File: src/rtl/alu_pkg.sv
// Shared ALU definitions: opcode values, sequencer state encoding and error codes.
package alu_pkg;

    localparam logic [5:0] OP_ADD = 6'b100000;
    localparam logic [5:0] OP_SUB = 6'b100010;
    localparam logic [5:0] OP_AND = 6'b100100;
    localparam logic [5:0] OP_OR  = 6'b100101;
    localparam logic [5:0] OP_XOR = 6'b100110;
    localparam logic [5:0] OP_NOR = 6'b100111;
    localparam logic [5:0] OP_SRA = 6'b000011;
    localparam logic [5:0] OP_SRL = 6'b000010;

    typedef enum logic [2:0] {
        WAIT_A,
        WAIT_B,
        WAIT_OP,
        EXEC,
        SEND,
        WAIT_TX
    } state_e;

    typedef enum logic [1:0] {
        ERR_NONE    = 2'b00,
        ERR_TIMEOUT = 2'b01,
        ERR_BADOP   = 2'b10,
        ERR_OVERRUN = 2'b11
    } err_e;

    // Caller is responsible for checking that the opcode byte's upper bits are zero.
    function automatic logic is_valid_op(input int unsigned op);
        case (op)
            32'(OP_ADD), 32'(OP_SUB), 32'(OP_AND), 32'(OP_OR),
            32'(OP_XOR), 32'(OP_NOR), 32'(OP_SRA), 32'(OP_SRL): is_valid_op = 1'b1;
            default:                                            is_valid_op = 1'b0;
        endcase
    endfunction

endpackage

File: src/rtl/frame_timeout_timer.sv
// Inter-byte idle timer: counts enabled cycles since the last clear and flags the terminal cycle.
module frame_timeout_timer #(
    parameter int TIMEOUT_CYCLES = 1000000
) (
    input  logic clock,
    input  logic reset,
    input  logic clear,
    input  logic enable,
    output logic expired
);

    localparam int CW = (TIMEOUT_CYCLES > 1) ? $clog2(TIMEOUT_CYCLES) : 1;
    localparam logic [CW-1:0] LAST = CW'((TIMEOUT_CYCLES > 0) ? (TIMEOUT_CYCLES - 1) : 0);

    logic [CW-1:0] cnt_q;
    logic [CW-1:0] cnt_d;

    always_comb begin
        cnt_d = cnt_q;
        if (clear) begin
            cnt_d = '0;
        end else if (enable && (cnt_q != LAST)) begin
            cnt_d = cnt_q + CW'(1);
        end
    end

    // A clear in the terminal cycle (byte arrived) suppresses expiry.
    assign expired = (TIMEOUT_CYCLES > 0) && enable && !clear && (cnt_q == LAST);

    always_ff @(posedge clock) begin
        if (!reset) begin
            cnt_q <= '0;
        end else begin
            cnt_q <= cnt_d;
        end
    end

endmodule

File: src/rtl/alu_uart_sequencer.sv
// Collects A, B and opcode bytes from the UART, commits them to the ALU together,
// then returns the ALU result through the UART transmitter.
module alu_uart_sequencer
    import alu_pkg::*;
#(
    parameter int N_DATA         = 8,
    parameter int N_OP           = 6,
    parameter int ALU_LAT        = 1,
    parameter int TIMEOUT_CYCLES = 1000000
) (
    input  logic              clock,
    input  logic              reset,
    input  logic [N_DATA-1:0] i_rx_data,
    input  logic              i_rx_done,
    input  logic              i_tx_done,
    input  logic [N_DATA-1:0] i_alu_res,
    output logic [N_DATA-1:0] o_A,
    output logic [N_DATA-1:0] o_B,
    output logic [N_OP-1:0]   o_OP,
    output logic [N_DATA-1:0] o_tx_data,
    output logic              o_tx_start,
    output logic              o_busy,
    output logic              o_error,
    output logic [1:0]        o_err_code
);

    localparam int EW = (ALU_LAT > 1) ? $clog2(ALU_LAT) : 1;
    localparam logic [EW-1:0] EXEC_LAST = EW'(ALU_LAT - 1);

    state_e            state_q, state_d;
    logic [N_DATA-1:0] a_stage_q, a_stage_d;
    logic [N_DATA-1:0] b_stage_q, b_stage_d;
    logic [N_DATA-1:0] op_a_q, op_a_d;
    logic [N_DATA-1:0] op_b_q, op_b_d;
    logic [N_OP-1:0]   opc_q, opc_d;
    logic [N_DATA-1:0] tx_data_q, tx_data_d;
    logic              tx_start_q, tx_start_d;
    logic              busy_q, busy_d;
    logic              error_q, error_d;
    logic [1:0]        err_code_q, err_code_d;
    logic [EW-1:0]     exec_cnt_q, exec_cnt_d;

    logic in_frame;
    logic expired;
    logic op_ok;

    assign in_frame = (state_q == WAIT_B) || (state_q == WAIT_OP);
    assign op_ok    = ((i_rx_data >> N_OP) == '0) && is_valid_op(32'(i_rx_data[N_OP-1:0]));

    frame_timeout_timer #(
        .TIMEOUT_CYCLES(TIMEOUT_CYCLES)
    ) u_timer (
        .clock  (clock),
        .reset  (reset),
        .clear  (!in_frame || i_rx_done),
        .enable (in_frame),
        .expired(expired)
    );

    always_comb begin
        state_d    = state_q;
        a_stage_d  = a_stage_q;
        b_stage_d  = b_stage_q;
        op_a_d     = op_a_q;
        op_b_d     = op_b_q;
        opc_d      = opc_q;
        tx_data_d  = tx_data_q;
        tx_start_d = 1'b0;
        error_d    = 1'b0;
        err_code_d = err_code_q;
        exec_cnt_d = exec_cnt_q;

        case (state_q)
            WAIT_A: begin
                if (i_rx_done) begin
                    a_stage_d = i_rx_data;
                    state_d   = WAIT_B;
                end
            end
            WAIT_B: begin
                if (i_rx_done) begin
                    b_stage_d = i_rx_data;
                    state_d   = WAIT_OP;
                end else if (expired) begin
                    error_d    = 1'b1;
                    err_code_d = ERR_TIMEOUT;
                    a_stage_d  = '0;
                    b_stage_d  = '0;
                    state_d    = WAIT_A;
                end
            end
            WAIT_OP: begin
                if (i_rx_done) begin
                    if (op_ok) begin
                        op_a_d     = a_stage_q;
                        op_b_d     = b_stage_q;
                        opc_d      = i_rx_data[N_OP-1:0];
                        exec_cnt_d = '0;
                        state_d    = EXEC;
                    end else begin
                        error_d    = 1'b1;
                        err_code_d = ERR_BADOP;
                        state_d    = WAIT_A;
                    end
                end else if (expired) begin
                    error_d    = 1'b1;
                    err_code_d = ERR_TIMEOUT;
                    a_stage_d  = '0;
                    b_stage_d  = '0;
                    state_d    = WAIT_A;
                end
            end
            EXEC: begin
                // tx_start and the code clear are registered so they coincide with SEND.
                if (exec_cnt_q == EXEC_LAST) begin
                    tx_data_d  = i_alu_res;
                    tx_start_d = 1'b1;
                    err_code_d = ERR_NONE;
                    state_d    = SEND;
                end else begin
                    exec_cnt_d = exec_cnt_q + EW'(1);
                end
            end
            SEND: begin
                state_d = WAIT_TX;
            end
            WAIT_TX: begin
                if (i_tx_done) begin
                    state_d = WAIT_A;
                end
            end
            default: begin
                state_d = WAIT_A;
            end
        endcase

        if (i_rx_done && ((state_q == EXEC) || (state_q == SEND) || (state_q == WAIT_TX))) begin
            error_d    = 1'b1;
            err_code_d = ERR_OVERRUN;
        end

        busy_d = (state_d == EXEC) || (state_d == SEND) || (state_d == WAIT_TX);
    end

    always_ff @(posedge clock) begin
        if (!reset) begin
            state_q    <= WAIT_A;
            a_stage_q  <= '0;
            b_stage_q  <= '0;
            op_a_q     <= '0;
            op_b_q     <= '0;
            opc_q      <= '0;
            tx_data_q  <= '0;
            tx_start_q <= 1'b0;
            busy_q     <= 1'b0;
            error_q    <= 1'b0;
            err_code_q <= ERR_NONE;
            exec_cnt_q <= '0;
        end else begin
            state_q    <= state_d;
            a_stage_q  <= a_stage_d;
            b_stage_q  <= b_stage_d;
            op_a_q     <= op_a_d;
            op_b_q     <= op_b_d;
            opc_q      <= opc_d;
            tx_data_q  <= tx_data_d;
            tx_start_q <= tx_start_d;
            busy_q     <= busy_d;
            error_q    <= error_d;
            err_code_q <= err_code_d;
            exec_cnt_q <= exec_cnt_d;
        end
    end

    assign o_A        = op_a_q;
    assign o_B        = op_b_q;
    assign o_OP       = opc_q;
    assign o_tx_data  = tx_data_q;
    assign o_tx_start = tx_start_q;
    assign o_busy     = busy_q;
    assign o_error    = error_q;
    assign o_err_code = err_code_q;

endmodule

File: config.mk
export PLATFORM = sky130hd
export DESIGN_NAME = alu_uart_sequencer
export DESIGN_NICKNAME = d
export VERILOG_FILES = /design/src/rtl/alu_pkg.sv /design/src/rtl/frame_timeout_timer.sv /design/src/rtl/alu_uart_sequencer.sv
export SDC_FILE = /design/constraint.sdc
export NUM_CORES = 1
export LEC_CHECK = 0
export ABC_CLOCK_PERIOD_IN_PS = 2200
export BUFFER_PORTS_ARGS = -buffer_cell sky130_fd_sc_hd__buf_2
export CORE_ASPECT_RATIO = 0.8
export CORE_MARGIN = 4
export CORE_UTILIZATION = 50
export DETAILED_ROUTE_END_ITERATION = 6
export MAX_ROUTING_LAYER = met4
export PLACE_DENSITY = 0.8
export SETUP_SLACK_MARGIN = 0.2
export SYNTH_ARGS = -nofsm -noshare
export SYNTH_HDL_FRONTEND = slang
export SYNTH_SLANG_ARGS = --single-unit
File: constraint.sdc
create_clock -name clock -period 2.2 [get_ports clock]
set_clock_uncertainty 0.2 [all_clocks]
set_input_delay 0.44 -clock clock [delete_from_list [all_inputs] [get_ports clock]]
set_output_delay 0.44 -clock clock [all_outputs]
set_load 0.05 [all_outputs]
# Yosys cells after proc, flatten, opt, wreduce, memory -nomap -nowiden
# Index checks and enable logic that the tools add are counted.
[totals] register_bits=75 inputBits=20 output_inout_bits=35 elab_cells=108
[classes] muxes=35 n_eq_ne=27 n_addsub=2 bitwise_logic=2 reduce_logical=29
[op_table] operator="two-way mux 8 bit" count=6
[op_table] operator="== test 6 bit, second input constant" count=6
[op_table] operator="case mux 8 bit (2 select lines)" count=2
[op_table] operator="adder 20 x 1 -> 20 bit, second input constant" count=1
[op_table] operator="== test 20 bit, second input constant" count=1
[op_table] operator="!= test 20 bit, second input constant" count=1
[op_table] operator="two-way mux 3 bit" count=6
[op_table] operator="case mux 3 bit (6 select lines)" count=1
[op_table] operator="two-way mux 2 bit" count=7
[op_table] operator="== test 3 bit, second input constant" count=4
[op_table] operator="== test 6 x 2 -> 1 bit, second input constant" count=2
[op_table] operator="two-way mux 1 bit" count=10
[op_table] operator="!= test 2 bit, second input constant" count=5
[op_table] operator="== test 3 x 2 -> 1 bit, second input constant" count=3
[op_table] operator="zero test 8 bit" count=1
[op_table] operator="AND reduction 4 bit" count=2
[op_table] operator="OR reduction 8 bit" count=1
[op_table] operator="logical OR 1 bit" count=6
[op_table] operator="!= test 3 x 2 -> 1 bit, second input constant" count=2
[op_table] operator="case mux 2 bit (3 select lines)" count=1
[op_table] operator="AND reduction 2 bit" count=3
[op_table] operator="AND reduction 3 bit" count=2
[op_table] operator="nonzero test 2 bit" count=3
[op_table] operator="logical AND 1 bit" count=5
[op_table] operator="10 further kinds" count=14

# Depth between registers and ports, before layout
# Gate-level depths: netlist of run 1.
[depth] depth_word=13 depth_mapped=7 ltp_nobuf=6

# Hierarchy
# Synthesis of run 1 repeated with hierarchy kept, for this count alone.
[hier_totals] hier_cells=339 area_unflattened_um2=3253.1
[modules_own_cells] mod="alu_uart_sequencer" seq_area_each_um2=1081.0 n_inst=1 area_per_inst_um2=2177.1 cells_each=207
[modules_own_cells] mod="frame_timeout_timer" seq_area_each_um2=400.4 n_inst=1 area_per_inst_um2=1076.0 cells_each=132

# Worst setup path after synthesis of run 1
# OpenSTA, ideal clock, no wires.
[synth_timing] path_type="reg2reg" startpoint="register u_timer.cnt_q[10]" endpoint="register a_stage_q[0]" setup_ps=117 path_stages_with_launch=6 path_buffers=0 required_time_ps=1883 setup_slack_ps=80 arrival_ps=1804 synth_period_minus_slack_ps=2120 cell_sequence="dfxtp_1 nor4b_2 nand4_2 or4_4 a22o_4 a22o_1"
[synth_via] elab_chain_len=4
[synth_rtl] item="from (decl)" line_no="frame_timeout_timer.sv:15" text="logic [CW-1:0] cnt_q;"
[synth_rtl] item="from (signal assigned)" line_no="frame_timeout_timer.sv:34" text="cnt_q <= cnt_d;"
[synth_rtl] item="== test 20 bit" line_no="frame_timeout_timer.sv:28" text="assign expired = (TIMEOUT_CYCLES > 0) && enable && !clear && (cnt_q == LAST);"
[synth_rtl] item="logical AND 1 bit" line_no="frame_timeout_timer.sv:28"
[synth_rtl] item="!= test 2 x 1 -> 1 bit (no line)"
[synth_rtl] item="AND reduction 4 bit (no line)"
[synth_rtl] item="to (signal assigned)" line_no="alu_uart_sequencer.sv:161" text="a_stage_q <= a_stage_d;"
[synth_rtl] item="to (decl)" line_no="alu_uart_sequencer.sv:31" text="logic [N_DATA-1:0] a_stage_q, a_stage_d;"
# Every way passes these cells.
# A chain may end at the register's enable or synchronous reset.

# Worst setup path in the final report of run 1
[layout_timing] startpoint="register u_timer.cnt_q[1]" endpoint="register a_stage_q[2]"
# Same word-level chain as after synthesis.

==> reports/results.txt, run 1 <==
Status: completed
Worst reg-to-reg path cell count: 5
Die ar.: 7566 sq um
Setup WS post-layout: 0.2026 ns
Finished Layout Cells: 507
Hold depth: 3
Hold Fails Final Rpt: 0
Mux cell area share after synthesis: 0%
Top-area cell type share of the netlist area: 47.55%
CTS Root Buffer Type: clkbuf_8
Cell Pwr Density: 673.4 nW/um^2
Slew @ Worst Pin: 0.6482 ns
Slowest CP cell: or4_4
Total clock sinks: 74
Die height: 78.60 um
Simple-gate area share of the yosys netlist: 26.31%
CTS Buf Count: 9
DP Cell Count: 489
CP max stage delay: 0.55 ns
Die width: 96.26 um
Initial detailed-routing violation count: 235
Area leader, netlist: dfxtp_1
Max-capacitance violation count: 0
Post-synthesis compound-gate area fraction: 17.59%
Mapped Area: 3115 sq um
Final critical-path share of the clock period: 90.79%
Routability cong.: 0.8163
Buf+Inv Stages, Crit Path: 0
Crit path launch type: flip-flop
Worst R2R End: a_stage_q[2]
CP delay by family, top: simple AND/OR/NAND/NOR gates
Rows: 25
Worst Path Max Fanout: 8
Vias in the first global route: 2516
Final global-route overflow total: 0
R2r setup slk: 0.20 ns
DRC: 0
Total negative slack: 0 ns
Crit path arrival time: 2.05 ns
Max-slew violations: 0
Post-synthesis sequential area ratio: 47.55%
Final WL: 7335 um
Final Net Count: 442
Post-synth top cells: dfxtp_1 (74), nand2_1 (68), a21boi_0 (34)
Avg Inst Size Synth: 8.801 sq um
Hold path endpoint: o_tx_data[0]
P_leak: 1.438 nW
Syn Nets: 375
Synth unique cells: 44
Primary FF master, synth: dfxtp_1
Cells after Synth: 354
DP Worst Slack: -0.005973 ns
Number of top-level pins: 55
Post-DRT Antenna Nets: 0
Worst-path clk slew: 0.09 ns
CP required: 2.25 ns
CTS max path bufs: 2
Post-Synth Adder-Cell Area: 0.4016%
Combinational family with the most area after synthesis: simple AND/OR/NAND/NOR gates
CTS tree: done
HP Start: i_alu_res[0]
Global-route total usage across every layer: 21.05%
Worst-path cell chain: ha_2 -> nand3_1 -> or4_4 -> a22o_4 -> a22o_1
EDFF count, synth: 0
Final min period: 1.997 ns
FMAX: 500.6 MHz
Synth area leaders: dfxtp_1 (48%), a21boi_0 (8.2%), nand2_1 (8.2%), nand3_1 (4.0%), xnor2_1 (3.1%)
Clk Latency, worst-skew pair: 0.35 ns
Core area: 5974 sq um
Initial antenna violation count: 0
Effective utilization at floorplan: 52.15%
Share of flip-flops with an asynchronous set or reset: 0%
Final setup violation count: 0
RSZ-0062 raised after global routing: true
YS warnings: 0
Util after Layout: 63.77%
DPL Wire Length: 5159 um
Hold Path Class: input port to flip-flop
Layout cells sized above 1: 26.53%
Flop and latch count out of synthesis: 74
Vias post-DR: 2771
Count leader, synth: dfxtp_1
Crit. End Element: flip-flop
Pin count of the biggest net entering global routing: 30
Router iterations before antenna repair: 4
Vias per cell: 5.465
Post-Synth XOR/XNOR Area: 5.341%
Wire length per cell: 14.47 um
IO buf count: 54
Worst R2R Start: u_timer.cnt_q[1]
H-tree Lvls: 3
Layout area overhead: 22.29%
Slew margin rel.: 56.63%
First-pass GRT wire length: 12190 um
VDD IR-drop max: 0.4876 mV
Number of diodes: 0
Crit Path Category: flip-flop to flip-flop
-- stage by stage --
step	area (sq um)	power (mW)	hold WS (ns)
after floorplan	3119	1.537	0.2353
after global placement	3570	1.604	0.2361
after CTS	3787	2.579	0.1205
after detailed placement	3570	1.607	0.2382
after global routing	3810	2.664	0.1349
final	3810	2.565	0.1445
-- layer usage --
layer	track usage [%]	vias up	share of wire, %
met4	6.250	0	0.94
met5	-	-	0
li1	-	1379	-
met2	30.05	96	44
met3	5.843	7	7.1
met1	29.04	1289	48
-- cell usage in the layout, fill, tap and decap left out, types with 2 or more instances in the layout --
master,n
a21boi_0,34
a21boi_1,5
a21oi_1,5
a22o_1,8
and3_1,5
and4_1,4
buf_2,54
buf_4,22
clkbuf_8,10
clkinvlp_4,3
dfxtp_1,66
dfxtp_2,8
inv_1,3
inv_6,2
nand2_1,68
nand2b_1,2
nand3_1,25
nand3b_1,3
nand4_1,5
nor2_1,25
nor2b_1,4
nor3_1,5
nor4_1,7
nor4_2,2
nor4b_4,2
o2111ai_1,2
o211ai_1,4
o21ai_0,2
or2_2,2
xnor2_1,11
xor2_1,8
-- how the worst max path moves through the flow --
stage / from / end / slack (ns) / cells after the start
global placement: i_rx_data[3] / o_B[4] / 0.08 / 8
global route: u_timer.cnt_q[1] / u_timer.cnt_q[6] / 0.11 / 7
finish: u_timer.cnt_q[1] / a_stage_q[2] / 0.20 / 5
floorplan: u_timer.cnt_q[11] / a_stage_q[0] / 0.09 / 5
CTS: u_timer.cnt_q[4] / u_timer.cnt_q[16] / 0.21 / 6
detailed placement: i_rx_data[3] / o_A[7] / -0.006 / 8
-- cells by family (layout without fill, tap and decap cells) --
family / Yosys count / in the layout
buf+inv: 23 / 95
simple gates: 166 / 166
compound gates: 71 / 71
flops: 74 / 74
xor+xnor: 19 / 19
fa+ha+maj: 1 / 1
-- cell type report --
class | count | area [sq um]
inverter | 3 | 11.26
tap | 81 | 101.3
clock inverter | 6 | 48.80
multi-input combinational | 257 | 1584
fill | 499 | 2165
clock buffer | 10 | 137.6
timing repair buffer | 76 | 435.4
sequential | 74 | 1491
-- what timing repair did --
action,in CTS,in global routing
gates cloned,0,0
buffers inserted,1,1
pin swaps,3,2
gates resized for setup,6,4
endpoints found under the setup margin,10,25
hold buffers,0,0
-- worst register-to-register path: cells and delay by family, from the launching register on --
kind,cells,cell delay (ns)
AO/OA/AOI/OAI,2,0.48
adder cells (fa/ha/maj),1,0.20
flip-flops,1,0.36
AND/OR/NAND/NOR,2,0.67
-- state kept, by name, indices dropped and copies added (netlist names) --
register and cells:
o_busy 1, u_timer.cnt_q 20, state_q 3, b_stage_q 8, o_err_code 2, o_OP 6, o_error 1, a_stage_q 8
o_B 8, o_tx_data 8, o_A 8, o_tx_start 1
-- report_power, final --
part	internal [mW]	total [mW]	switching, mW
Combinational	0.0748	0.199	0.125
Sequential	1.36	1.38	0.0162
Clock	0.449	0.985	0.536
Total	1.89	2.57	0.677
Note: power is estimated with default switching activity, not from simulation.
==> inputs of run 2 (changes only) <==
--- a/config.mk
+++ b/config.mk
@@ -5,14 +5,14 @@
 export SDC_FILE = /design/constraint.sdc
 export NUM_CORES = 1
 export LEC_CHECK = 0
-export ABC_CLOCK_PERIOD_IN_PS = 2200
+export ABC_CLOCK_PERIOD_IN_PS = 2500
 export BUFFER_PORTS_ARGS = -buffer_cell sky130_fd_sc_hd__buf_2
 export CORE_ASPECT_RATIO = 0.8
 export CORE_MARGIN = 4
-export CORE_UTILIZATION = 50
+export CORE_UTILIZATION = 59
 export DETAILED_ROUTE_END_ITERATION = 6
 export MAX_ROUTING_LAYER = met4
-export PLACE_DENSITY = 0.8
+export PLACE_DENSITY = 0.89
 export SETUP_SLACK_MARGIN = 0.2
 export SYNTH_ARGS = -nofsm -noshare
 export SYNTH_HDL_FRONTEND = slang
==> constraint.sdc (replaced) <==
create_clock -name clock -period 2.5 [get_ports clock]
set_clock_uncertainty 0.2 [all_clocks]
set_input_delay 0.5 -clock clock [delete_from_list [all_inputs] [get_ports clock]]
set_output_delay 0.5 -clock clock [all_outputs]
set_load 0.05 [all_outputs]
==> reports/results.txt, run 2 (synthesized netlist as in run 1, its figures left out) <==
FMAX: 457.4 MHz (was 500.6 MHz)
Routability cong.: 0.8619 (was 0.8163)
DPL Wire Length: 4789 um (was 5159 um)
Number of diodes: 0 (unchanged)
CTS Root Buffer Type: clkbuf_8 (unchanged)
Number of top-level pins: 55 (unchanged)
CTS Buf Count: 9 (unchanged)
Max-slew violations: 0 (unchanged)
Total clock sinks: 74 (unchanged)
Total negative slack: 0 ns (unchanged)
Final setup violation count: 0 (unchanged)
Worst Path Max Fanout: 8 (unchanged)
WHS: 0.2013 ns (was 0.1445 ns)
Worst-path cell chain: nor4b_4 -> nand4_2 -> or4_4 -> a22o_4 -> a22o_1 (was ha_2 -> nand3_1 -> or4_4 -> a22o_4 -> a22o_1)
Status: completed (unchanged)
Clk Latency, worst-skew pair: 0.35 ns (about the same)
VDD IR-drop max: 0.5448 mV (was 0.4876 mV)
First-pass GRT wire length: 11710 um (was 12190 um)
CP max stage delay: 0.55 ns (about the same)
Vias post-DR: 2796 (was 2771)
RSZ-0062 raised after global routing: false (was true)
Commonest non-fill, non-tap cell in the layout: dfxtp_1 (was nand2_1)
Effective utilization at floorplan: 61.51% (was 52.15%)
Vias in the first global route: 2533 (was 2516)
Final critical-path share of the clock period: 87.46% (was 90.79%)
Crit path arrival time: 2.23 ns (was 2.05 ns)
Crit. End Element: flip-flop (unchanged)
Crit path launch type: flip-flop (unchanged)
IO buf count: 54 (unchanged)
Buf+Inv Stages, Crit Path: 0 (unchanged)
Sequential power share: 52.3% (was 53.8%)
Hold Fails Final Rpt: 0 (unchanged)
Wire length on met2: 3364 um (was 3249 um)
Initial detailed-routing violation count: 283 (was 235)
CP delay by family, top: simple AND/OR/NAND/NOR gates (unchanged)
Register bank with the most flops: u_timer.cnt_q (unchanged)
Vias per cell: 5.862 (was 5.465)
Wire length per cell: 15.28 um (was 14.47 um)
Router iterations before antenna repair: 5 (was 4)
Initial antenna violation count: 0 (unchanged)
Commonest non-fill, non-tap cells in the layout: dfxtp_1 (74), nand2_1 (68), buf_2 (54) (was nand2_1 (68), dfxtp_1 (66), buf_2 (54))
Max-capacitance violation count: 0 (unchanged)
Final Net Count: 431 (was 442)
Switch Pwr: 0.5927 mW (was 0.6769 mW)
Max reg flops: 20 (unchanged)
Core area: 5065 sq um (was 5974 sq um)
CTS max path bufs: 2 (unchanged)
Layout area overhead: 18.31% (was 22.29%)
Global-route total usage across every layer: 24.03% (was 21.05%)
Final global-route overflow total: 0 (unchanged)
H-tree Lvls: 3 (unchanged)
Clock power share: 40.3% (was 38.4%)
Int Pwr: 1.731 mW (was 1.889 mW)
Slowest CP cell: or4_4 (unchanged)
Post-DRT Antenna Nets: 0 (unchanged)
DRC: 0 (unchanged)
Setup WS post-layout: 0.3136 ns (was 0.2026 ns)
Slew @ Worst Pin: 0.5826 ns (was 0.6482 ns)
Layout cells sized above 1: 21.69% (was 26.53%)
M1 wire length: 3275 um (was 3493 um)
Rows: 23 (was 25)
Die ar.: 6514 sq um (was 7566 sq um)
Combinational share of power: 7.4% (was 7.8%)
Hold Path Class: input port to flip-flop (unchanged)
Worst-path clk slew: 0.08 ns (was 0.09 ns)
Die height: 73.00 um (was 78.60 um)
Crit Path Category: flip-flop to flip-flop (unchanged)
CTS tree: done (unchanged)
Pin count of the biggest net entering global routing: 31 (was 30)
Top Metal Used: met4 (unchanged)
Sw Share: 25.51% (was 26.38%)
WL met3: 582 um (was 522 um)
P_leak: 1.383 nW (was 1.438 nW)
CP required: 2.54 ns (was 2.25 ns)
Final min period: 2.186 ns (was 1.997 ns)
Die width: 89.25 um (was 96.26 um)
DP Worst Slack: 0.2411 ns (was -0.005973 ns)
Final WL: 7288 um (was 7335 um)
Cell Pwr Density: 630.4 nW/um^2 (was 673.4 nW/um^2)
Slew margin rel.: 61.01% (was 56.63%)
run 2: area by class of cell:
| type | instances | area, sq um |
|---|---|---|
| fillers | 379 | 1379 |
| clock buffers | 9 | 123.9 |
| multi-input cells | 258 | 1568 |
| clock inverters | 7 | 78.83 |
| repair buffers | 64 | 345.3 |
| flip-flops and latches | 74 | 1481 |
| inverters | 3 | 11.26 |
| well taps | 62 | 77.57 |
run 2: path summary, 6_finish.rpt:
| check | to | cells after the start | slack [ns] | start |
|---|---|---|---|---|
| max | a_stage_q[6] | 5 | 0.31 | u_timer.cnt_q[8] |
| min | o_tx_data[7] | 3 | 0.20 | i_alu_res[7] |
| max reg2reg | a_stage_q[6] | 5 | 0.31 | u_timer.cnt_q[8] |
| min reg2reg | o_OP[5] | 2 | 0.26 | o_OP[5] |
run 2: power by group through the flow:
stage	clock network [mW]	registers (mW)	logic [mW]
floorplan	0	1.26	0.0975
global placement	0	1.24	0.161
detailed placement	0	1.24	0.164
CTS	0.946	1.22	0.167
global route	1.00	1.22	0.189
finish	0.936	1.22	0.172
run 2: repair_timing:
action                                  4_1_cts  5_1_grt
gates resized for setup                       0        1
endpoints found under the hold margin         0        0
buffers inserted                              0        1
endpoints found under the setup margin        0       25
hold buffers                                  0        0
run 2: worst register-to-register path, cell delays in order, from the launching register on:
cell and delay, ns:
dfxtp_1 0.40, nor4b_4 0.30, nand4_2 0.16, or4_4 0.55
a22o_4 0.28, a22o_1 0.20
run 2: routing by layer:
metal  up-vias  track usage [%]
li1       1358                -
met4         0            8.595
met3        10            6.546
met1      1304            31.92
met5         -                -
met2       124            35.16
run 2: metrics by stage:
stage / instances / utilization (%) / instance area [sq um] / total power [mW]
6_report: 477 / 72.78 / 3686 / 2.324
5_1_grt: 477 / 72.78 / 3686 / 2.411
4_1_cts: 475 / 72.31 / 3662 / 2.328
3_5_place_dp: 459 / 68.31 / 3460 / 1.407
3_3_place_gp: 459 / 68.31 / 3460 / 1.404
2_1_floorplan: 354 / - / 3115 / 1.353
==> inputs of run 3 (changes only) <==
--- a/config.mk
+++ b/config.mk
@@ -9,10 +9,10 @@
 export BUFFER_PORTS_ARGS = -buffer_cell sky130_fd_sc_hd__buf_2
 export CORE_ASPECT_RATIO = 0.8
 export CORE_MARGIN = 4
-export CORE_UTILIZATION = 59
+export CORE_UTILIZATION = 50
 export DETAILED_ROUTE_END_ITERATION = 6
 export MAX_ROUTING_LAYER = met4
-export PLACE_DENSITY = 0.89
+export PLACE_DENSITY = 0.78
 export SETUP_SLACK_MARGIN = 0.2
 export SYNTH_ARGS = -nofsm -noshare
 export SYNTH_HDL_FRONTEND = slang
==> reports/results.txt, run 3 (synthesized netlist as in run 1, its figures left out) <==
Status: completed (unchanged)
Routability cong.: 0.8388 (was 0.8619)
Slew margin rel.: 69.67% (was 61.01%)
DPL Wire Length: 5213 um (was 4789 um)
Rows: 25 (was 23)
Sw Share: 24.80% (was 25.51%)
Max-slew violations: 0 (unchanged)
FMAX: 462.3 MHz (was 457.4 MHz)
# hold bufs at CTS: 0 (unchanged)
Initial detailed-routing violation count: 229 (was 283)
Max reg flops: 20 (unchanged)
Worst-path clk slew: 0.08 ns (about the same)
First-pass GRT wire length: 12280 um (was 11710 um)
Util after Layout: 62.05% (was 72.78%)
Layout cells sized above 1: 22.06% (was 21.69%)
Pin count of the biggest net entering global routing: 28 (was 31)
Cell Pwr Density: 619.7 nW/um^2 (was 630.4 nW/um^2)
P_leak: 1.393 nW (was 1.383 nW)
Total negative slack: 0 ns (unchanged)
Layout area overhead: 19.00% (was 18.31%)
Hold Fails Final Rpt: 0 (unchanged)
Worst reg-to-reg path cell count: 5 (unchanged)
Commonest non-fill, non-tap cell in the layout: dfxtp_1 (unchanged)
Core area: 5974 sq um (was 5065 sq um)
CTS Buf Count: 9 (unchanged)
Crit. End Element: flip-flop (unchanged)
R2r setup slk: 0.34 ns (was 0.31 ns)
Post_cts resized: 0 (unchanged)
Commonest non-fill, non-tap cells in the layout: dfxtp_1 (74), nand2_1 (68), buf_2 (54) (unchanged)
CTS max path bufs: 2 (unchanged)
Die width: 96.26 um (was 89.25 um)
Hold path endpoint: a_stage_q[3] (was o_tx_data[7])
Number of diodes: 0 (unchanged)
Vias post-DR: 2740 (was 2796)
Final global-route overflow total: 0 (unchanged)
Die ar.: 7566 sq um (was 6514 sq um)
Die height: 78.60 um (was 73.00 um)
Total clock sinks: 74 (unchanged)
Combinational share of power: 7.6% (was 7.4%)
Global-route total usage across every layer: 21.33% (was 24.03%)
Final critical-path share of the clock period: 86.52% (was 87.46%)
Slew @ Worst Pin: 0.4533 ns (was 0.5826 ns)
Effective utilization at floorplan: 52.15% (was 61.51%)
Clk Latency, worst-skew pair: 0.35 ns (about the same)
IO buf count: 54 (unchanged)
VDD IR-drop max: 0.3385 mV (was 0.5448 mV)
Vias per cell: 5.502 (was 5.862)
Worst R2R Start: u_timer.cnt_q[14] (was u_timer.cnt_q[8])
Number of top-level pins: 55 (unchanged)
Vias in the first global route: 2559 (was 2533)
DP Worst Slack: 0.3485 ns (was 0.2411 ns)
Switch Pwr: 0.5698 mW (was 0.5927 mW)
Worst Path Max Fanout: 8 (unchanged)
Router iterations before antenna repair: 4 (was 5)
CTS tree: done (unchanged)
RSZ-0062 raised after global routing: false (unchanged)
Final setup violation count: 0 (unchanged)
Max-capacitance violation count: 0 (unchanged)
Crit path launch type: flip-flop (unchanged)
CTS Root Buffer Type: clkbuf_8 (unchanged)
Worst R2R End: a_stage_q[5] (was a_stage_q[6])
DRC: 0 (unchanged)
Setup Buffers After CTS: 0 (unchanged)
CP required: 2.54 ns (about the same)
Initial antenna violation count: 0 (unchanged)
Int Pwr: 1.728 mW (was 1.731 mW)
Final min period: 2.163 ns (was 2.186 ns)
Wire length per cell: 14.96 um (was 15.28 um)
Final WL: 7452 um (was 7288 um)
Register bank with the most flops: u_timer.cnt_q (unchanged)
Setup WS post-layout: 0.3371 ns (was 0.3136 ns)
Sequential power share: 53.0% (was 52.3%)
H-tree Lvls: 3 (unchanged)
Crit Path Category: flip-flop to flip-flop (unchanged)
Clock power share: 39.4% (was 40.3%)
Final Net Count: 433 (was 431)
HP Start: i_rx_data[3] (was i_alu_res[7])
Post-DRT Antenna Nets: 0 (unchanged)
Hold Path Class: input port to flip-flop (unchanged)
Crit path arrival time: 2.20 ns (was 2.23 ns)
Hold depth: 2 (was 3)
run 3: worst max-delay path, stage by stage, from the launching register on:
cell	delay, ns
dfxtp_1	0.42
nor4b_2	0.27
nand4_2	0.15
or4_4	0.55
a22o_4	0.29
a22o_1	0.19
run 3: metrics by stage:
stage / cells / hold slack (ns) / power (mW) / instance area [sq um]
after global placement: 482 / 0.2361 / 1.412 / 3513
after floorplan: 354 / 0.2353 / 1.353 / 3115
after global routing: 498 / 0.1862 / 2.388 / 3707
after CTS: 498 / 0.1772 / 2.317 / 3707
final: 498 / 0.1976 / 2.298 / 3707
after detailed placement: 482 / 0.2437 / 1.417 / 3513
run 3: power by group through the flow:
| stage | Sequential [mW] | Combinational [mW] | Clock, mW |
|---|---|---|---|
| floorplan | 1.26 | 0.0975 | 0 |
| detailed placement | 1.24 | 0.172 | 0 |
| CTS | 1.22 | 0.172 | 0.927 |
| finish | 1.22 | 0.174 | 0.906 |
| global route | 1.22 | 0.188 | 0.980 |
| global placement | 1.24 | 0.168 | 0 |
run 3: area by class of cell:
cell class | count | area, sq um
Timing Repair Buffer | 67 | 367.9
Inverter | 3 | 11.26
Tap cell | 81 | 101.3
Sequential cell | 74 | 1481
Multi-Input combinational cell | 257 | 1551
Clock buffer | 10 | 127.6
Clock inverter | 6 | 66.31
Fill cell | 525 | 2267
run 3: routing by layer:
layer	track usage (%)	wire, um
met1	28.80	3468
met2	30.67	3283
met3	5.651	607
met4	7.528	93
met5	-	0
run 3: how the worst max path moves through the flow:
stage,endpoint,start
5_1_grt,u_timer.cnt_q[16],u_timer.cnt_q[4]
6_report,a_stage_q[5],u_timer.cnt_q[14]
2_1_floorplan,a_stage_q[0],u_timer.cnt_q[10]
3_3_place_gp,a_stage_q[1],u_timer.cnt_q[8]
3_5_place_dp,o_OP[4],i_rx_data[3]
4_1_cts,a_stage_q[4],u_timer.cnt_q[8]
